==> config.mk <==
export PLATFORM = sky130hd
export DESIGN_NAME = mem_port_arbiter_flat
export DESIGN_NICKNAME = d
export VERILOG_FILES = /design/src/rtl/mem_port_arbiter_if.sv /design/src/rtl/mem_port_arbiter.sv /design/src/flat_wrapper.sv
export SDC_FILE = /design/constraint.sdc
export NUM_CORES = 1
export LEC_CHECK = 0
export CORE_AREA = 3 3 117 119
export CTS_CLUSTER_SIZE = 30
export DETAILED_ROUTE_END_ITERATION = 8
export DIE_AREA = 0 0 120 122
export PLACE_DENSITY_LB_ADDON = 0.12
export SETUP_SLACK_MARGIN = 0.5
export SLEW_MARGIN = 25
export SYNTH_ARGS = -nofsm -noshare
export SYNTH_HDL_FRONTEND = slang
export SYNTH_SLANG_ARGS = --single-unit
==> constraint.sdc <==
create_clock -name clk -period 6.7 [get_ports clk]
set_clock_uncertainty 0.1 [all_clocks]
set_input_delay 1.34 -clock clk [delete_from_list [all_inputs] [get_ports clk]]
set_output_delay 1.34 -clock clk [all_outputs]
set_load 0.05 [all_outputs]
==> src/rtl/mem_port_arbiter_if.sv <==
// mem_port_arbiter_if: core, loader and memory-side signals of the shared memory port.
interface mem_port_arbiter_if #(
  parameter int DATA_WIDTH = 32
);
  logic                  cpu_req;
  logic                  cpu_we;
  logic [DATA_WIDTH-1:0] cpu_addr;
  logic [DATA_WIDTH-1:0] cpu_wdata;
  logic                  cpu_gnt;
  logic [DATA_WIDTH-1:0] cpu_rdata;
  logic                  cpu_rvalid;
  logic                  ldr_req;
  logic                  ldr_we;
  logic [DATA_WIDTH-1:0] ldr_addr;
  logic [DATA_WIDTH-1:0] ldr_wdata;
  logic                  ldr_gnt;
  logic [DATA_WIDTH-1:0] ldr_rdata;
  logic                  ldr_rvalid;
  logic                  ldr_excl;
  logic                  mem_we;
  logic [DATA_WIDTH-1:0] mem_addr;
  logic [DATA_WIDTH-1:0] mem_wdata;
  logic [DATA_WIDTH-1:0] mem_rdata;
  logic                  busy;
  modport slave (
    input  cpu_req, cpu_we, cpu_addr, cpu_wdata,
    input  ldr_req, ldr_we, ldr_addr, ldr_wdata, ldr_excl,
    input  mem_rdata,
    output cpu_gnt, cpu_rdata, cpu_rvalid,
    output ldr_gnt, ldr_rdata, ldr_rvalid,
    output mem_we, mem_addr, mem_wdata, busy
  );
  modport master (
    output cpu_req, cpu_we, cpu_addr, cpu_wdata,
    output ldr_req, ldr_we, ldr_addr, ldr_wdata, ldr_excl,
    output mem_rdata,
    input  cpu_gnt, cpu_rdata, cpu_rvalid,
    input  ldr_gnt, ldr_rdata, ldr_rvalid,
    input  mem_we, mem_addr, mem_wdata, busy
  );
endinterface

==> src/rtl/mem_port_arbiter.sv <==
// mem_port_arbiter: round-robin sharing of one memory port between core and loader,
// one single-word access per grant cycle, with a loader-exclusive boot mode.
module mem_port_arbiter #(
  parameter int DATA_WIDTH = 32,
  parameter bit BOOT_HOLD  = 1'b1
) (
  input logic               clk,
  input logic               reset,
  mem_port_arbiter_if.slave bus
);
  typedef enum logic [1:0] {IDLE, GNT_C, GNT_L} state_t;
  state_t                r_state, w_next;
  logic                  r_last_l;
  logic                  r_cpu_rvalid, r_ldr_rvalid;
  logic [DATA_WIDTH-1:0] r_cpu_rdata, r_ldr_rdata;
  logic                  w_excl, w_gc, w_gl, w_crd, w_lrd;
  assign w_excl = bus.ldr_excl & BOOT_HOLD;
  assign w_gc   = r_state == GNT_C;
  assign w_gl   = r_state == GNT_L;
  assign w_crd  = w_gc & ~bus.cpu_we;
  assign w_lrd  = w_gl & ~bus.ldr_we;
  // r_last_l resets high so the core wins the first tie
  always_comb begin
    w_next = IDLE;
    w_next = (bus.ldr_req && (w_excl || !bus.cpu_req || !r_last_l)) ? GNT_L :
             (bus.cpu_req && !w_excl) ? GNT_C : IDLE;
  end
  always_ff @(posedge clk or posedge reset) begin
    if (reset) begin
      r_state      <= IDLE;
      r_last_l     <= 1'b1;
      r_cpu_rvalid <= 1'b0;
      r_ldr_rvalid <= 1'b0;
      r_cpu_rdata  <= '0;
      r_ldr_rdata  <= '0;
    end else begin
      r_state      <= w_next;
      r_cpu_rvalid <= w_crd;
      r_ldr_rvalid <= w_lrd;
      if (w_next != IDLE) r_last_l <= (w_next == GNT_L);
      if (w_crd) r_cpu_rdata <= bus.mem_rdata;
      if (w_lrd) r_ldr_rdata <= bus.mem_rdata;
    end
  end
  always_comb begin
    bus.cpu_gnt    = w_gc;
    bus.ldr_gnt    = w_gl;
    bus.busy       = w_gc | w_gl;
    bus.cpu_rvalid = r_cpu_rvalid;
    bus.ldr_rvalid = r_ldr_rvalid;
    bus.cpu_rdata  = r_cpu_rdata;
    bus.ldr_rdata  = r_ldr_rdata;
    bus.mem_we     = w_gc ? bus.cpu_we    : w_gl ? bus.ldr_we    : 1'b0;
    bus.mem_addr   = w_gc ? bus.cpu_addr  : w_gl ? bus.ldr_addr  : '0;
    bus.mem_wdata  = w_gc ? bus.cpu_wdata : w_gl ? bus.ldr_wdata : '0;
  end
endmodule

==> src/flat_wrapper.sv <==
// flat-port wrapper written by rule: the top's interface ports become plain ports
module mem_port_arbiter_flat 
#(
  parameter int DATA_WIDTH = 32,
  parameter bit BOOT_HOLD  = 1'b1
)
  (clk, reset, bus_cpu_req, bus_cpu_we, bus_cpu_addr, bus_cpu_wdata, bus_ldr_req, bus_ldr_we, bus_ldr_addr, bus_ldr_wdata, bus_ldr_excl, bus_mem_rdata, bus_cpu_gnt, bus_cpu_rdata, bus_cpu_rvalid, bus_ldr_gnt, bus_ldr_rdata, bus_ldr_rvalid, bus_mem_we, bus_mem_addr, bus_mem_wdata, bus_busy);
  mem_port_arbiter_if #(.DATA_WIDTH(DATA_WIDTH)) bus_i ();
  input logic clk;
  input logic reset;
  input wire logic [$bits(bus_i.cpu_req)-1:0] bus_cpu_req;
  input wire logic [$bits(bus_i.cpu_we)-1:0] bus_cpu_we;
  input wire logic [$bits(bus_i.cpu_addr)-1:0] bus_cpu_addr;
  input wire logic [$bits(bus_i.cpu_wdata)-1:0] bus_cpu_wdata;
  input wire logic [$bits(bus_i.ldr_req)-1:0] bus_ldr_req;
  input wire logic [$bits(bus_i.ldr_we)-1:0] bus_ldr_we;
  input wire logic [$bits(bus_i.ldr_addr)-1:0] bus_ldr_addr;
  input wire logic [$bits(bus_i.ldr_wdata)-1:0] bus_ldr_wdata;
  input wire logic [$bits(bus_i.ldr_excl)-1:0] bus_ldr_excl;
  input wire logic [$bits(bus_i.mem_rdata)-1:0] bus_mem_rdata;
  output wire logic [$bits(bus_i.cpu_gnt)-1:0] bus_cpu_gnt;
  output wire logic [$bits(bus_i.cpu_rdata)-1:0] bus_cpu_rdata;
  output wire logic [$bits(bus_i.cpu_rvalid)-1:0] bus_cpu_rvalid;
  output wire logic [$bits(bus_i.ldr_gnt)-1:0] bus_ldr_gnt;
  output wire logic [$bits(bus_i.ldr_rdata)-1:0] bus_ldr_rdata;
  output wire logic [$bits(bus_i.ldr_rvalid)-1:0] bus_ldr_rvalid;
  output wire logic [$bits(bus_i.mem_we)-1:0] bus_mem_we;
  output wire logic [$bits(bus_i.mem_addr)-1:0] bus_mem_addr;
  output wire logic [$bits(bus_i.mem_wdata)-1:0] bus_mem_wdata;
  output wire logic [$bits(bus_i.busy)-1:0] bus_busy;
  assign bus_i.cpu_req = bus_cpu_req;
  assign bus_i.cpu_we = bus_cpu_we;
  assign bus_i.cpu_addr = bus_cpu_addr;
  assign bus_i.cpu_wdata = bus_cpu_wdata;
  assign bus_i.ldr_req = bus_ldr_req;
  assign bus_i.ldr_we = bus_ldr_we;
  assign bus_i.ldr_addr = bus_ldr_addr;
  assign bus_i.ldr_wdata = bus_ldr_wdata;
  assign bus_i.ldr_excl = bus_ldr_excl;
  assign bus_i.mem_rdata = bus_mem_rdata;
  assign bus_cpu_gnt = bus_i.cpu_gnt;
  assign bus_cpu_rdata = bus_i.cpu_rdata;
  assign bus_cpu_rvalid = bus_i.cpu_rvalid;
  assign bus_ldr_gnt = bus_i.ldr_gnt;
  assign bus_ldr_rdata = bus_i.ldr_rdata;
  assign bus_ldr_rvalid = bus_i.ldr_rvalid;
  assign bus_mem_we = bus_i.mem_we;
  assign bus_mem_addr = bus_i.mem_addr;
  assign bus_mem_wdata = bus_i.mem_wdata;
  assign bus_busy = bus_i.busy;
  mem_port_arbiter #(.DATA_WIDTH(DATA_WIDTH), .BOOT_HOLD(BOOT_HOLD)) u_core (.clk(clk), .reset(reset), .bus(bus_i));
endmodule
==> summary.txt <==
Clocking
  – Gates resized, CTS repair: 0
  – Clock root cell: clkbuf_16
  – Clk_lat worst skew: 0.32 ns
  – Bufs on Longest Clock Path: 2
  – Num CTS Buffers: 9
  – Clock sink count: 69
  – H-tree level count: 3
  – Clk slew on worst S/H paths: 0.06 ns
  – CTS tree: yes
  – Setup bufs post-CTS: 0
  – CTS Hold Buffers Added: 0

Floorplan
  – Die W: 120 um
  – Total I/O pin count: 301
  – Core region area: 0.0127 mm^2
  – # rows: 41
  – Initial core utilization: 26.9%
  – Die Height: 122 um
  – DIE AREA: 0.0146 mm^2

Placed design
  – Number of buffers added on ports: 300
  – Routability cong.: 0.809
  – DP Wirelength: 11900 um
  – Cell count after placement: 693

Cells and area
  – Final net count: 701
  – Area of the multi-input gates: 0.00153 mm^2
  – Share of layout cells above drive strength 1: 12.3%
  – FILL cells: 1129
  – Commonest non-fill, non-tap cells in the layout: 300 x clkdlybuf4s50_1, 68 x dfrtp_1, 64 x a22o_1
  – Reg area: 0.00173 mm^2
  – Fin cells: 709
  – Commonest non-fill, non-tap cell in the layout: clkdlybuf4s50_1
  – Area growth from synthesis to layout: 101%
  – Antenna fix cells: 0

Routing
  – Met2 wire length: 7570 um
  – Final ANT Viol Nets: 0
  – Vias: 3234
  – Top layer in use: met4
  – DRT Wirelength: 15000 um
  – Initial DRT Pass Iterations: 4
  – Drt drc: 0
  – Via density: 4.56
  – Metal1 wirelength: 5680 um
  – DR WL/cell: 21.2 um
  – Starting DRT DRC Count: 125
  – WL met3: 1490 um

Critical path
  – Req. time, crit path: 5.26 ns
  – Setup CP Type: register to primary output
  – CP cell instances: ha_2 -> buf_4 -> nor2b_4 -> buf_4 -> a22o_1 -> clkdlybuf4s50_1
  – Worst EP arrival: 3.45 ns
  – Worst Setup End Kind: primary output
  – Critical path peak fanout: 69
  – Crit path buf inv count: 3
  – Crit path largest cell delay: 0.90 ns
  – Setup crit start kind: register
  – Slowest-stage cell, CP: clkdlybuf4s50_1
  – CP top delay family: buffers and inverters
  – Cell mode on critical path: buf_4

Timing
  – Final Cycle Share: 72.9%
  – Worst Tran Pin Value: 0.882 ns
  – Final hold violations: 0
  – Finish-stage setup viols: 0
  – Setup TNS: 0 ns
  – Worst slew margin: 41.2%
  – Max Slew Vio Count: 0
  – Fmax achieved: 205 MHz
  – Fin crit period: 4.89 ns
  – Hold WS: 0.387 ns
  – RSZ-0062 raised after global routing: no

Global route
  – Number of global-route vias before repair: 3448
  – First-pass GRT wire length: 21700 um
  – Largest net degree at the start of global routing: 70
  – Tot GR Track Use: 19.5%
  – Grt ovf: 0
  – Initial antenna violation count: 0

Power and ir drop
  – Final Power: 2.06 mW
  – Pwr Density: 300 mW/mm^2
  – Pleak: 2.86 nW
  – Peak VDD IR: 0.171 mV

Yosys
  – Gate Count Post-Synth: 237
  – Syn nets: 406
  – Synthesized flop and latch total: 69
  – Sequential area share after synthesis: 50.6%
  – Synth unique cells: 20
  – Synthesized area: 0.00341 mm^2
  – Syn. warnings: 0
  – Avg Inst Size Synth: 14.4 um^2

Hold path
  – Hold Crit Class: register to register

Run status
  – Outcome: finished, final reports clean

Job
  – Max Cap Violations: 0
-- cell families after synthesis --
group,after synthesis,share of synthesized area [%]
adder cells (fa/ha/maj),2,0.733
multiplexers,64,25.2
AO/OA/AOI/OAI,66,16.8
AND/OR/NAND/NOR,9,1.65
flip-flops,69,50.6
buffers and inverters,27,4.99
-- registers in the layout, indices dropped and copies added, names as in the netlist --
register / count
u_core.bus.cpu_rdata: 32
u_core.bus.cpu_rvalid: 1
u_core.bus.ldr_rdata: 32
u_core.bus.ldr_rvalid: 1
u_core.r_last_l: 1
u_core.r_state: 2
-- layer usage --
metal / vias to the layer above / global-route usage [%]
li1: 1484 / -
met1: 1573 / 22.9
met2: 160 / 32.6
met3: 17 / 8.50
met4: 0 / 5.23
met5: - / 0
-- through the flow --
stage / util, % / instance area [um^2] / setup WS [ns]
finish: 54.2 / 6870 / 1.81
global route: 54.2 / 6870 / 1.61
CTS: 54.2 / 6870 / 1.80
detailed placement: 51.9 / 6580 / 2.16
global placement: 51.5 / 6530 / 2.23
floorplan: - / 3410 / 3.15
-- area by class of cell --
type | count | share of cell area [%]
Sequential cell | 69 | 25.2
Clock inverter | 5 | 0.492
Timing Repair Buffer | 306 | 45.0
Clock buffer | 11 | 3.68
Tap cell | 172 | 3.13
Inverter | 5 | 0.273
Multi-Input combinational cell | 141 | 22.3
-- Yosys cell counts --
master | instances | area (um^2)
buf_6 | 7 | 78.8
inv_2 | 1 | 3.75
buf_2 | 13 | 65.1
a22o_1 | 64 | 561
clkbuf_1 | 2 | 7.51
mux2_1 | 27 | 304
nand2b_1 | 1 | 6.26
mux2_4 | 37 | 556
ha_1 | 2 | 25.0
o21a_1 | 1 | 7.51
dfrtp_1 | 68 | 1700
nor3b_1 | 1 | 7.51
o21ai_1 | 1 | 5.00
and2_1 | 1 | 6.26
inv_1 | 4 | 15.0
nand3b_1 | 1 | 7.51
dfstp_2 | 1 | 26.3
nor2b_2 | 1 | 8.76
nor2b_1 | 2 | 12.5
nand2_1 | 2 | 7.51
-- power by group --
group	switching [mW]	internal, mW
logic	0.624	0.418
registers	0.0533	0.513
clock network	0.180	0.271
total	0.857	1.20
-- final timing paths --
| kind | cells past startpoint | from | endpoint | slack (ns) |
|---|---|---|---|---|
| max in group asynchronous | 3 | reset | u_core.bus.ldr_rdata[8] | 4.42 |
| setup / recovery | 6 | u_core.r_state[0] | bus_mem_wdata[31] | 1.81 |
| hold / removal | 1 | u_core.bus.ldr_rdata[14] | u_core.bus.ldr_rdata[14] | 0.39 |
| setup reg to reg | 6 | u_core.r_state[1] | u_core.bus.cpu_rdata[4] | 4.10 |
| hold reg to reg | 1 | u_core.bus.ldr_rdata[14] | u_core.bus.ldr_rdata[14] | 0.39 |
| min in group asynchronous | 3 | reset | u_core.bus.ldr_rdata[10] | 1.50 |
(Power assumes the default switching activity.)
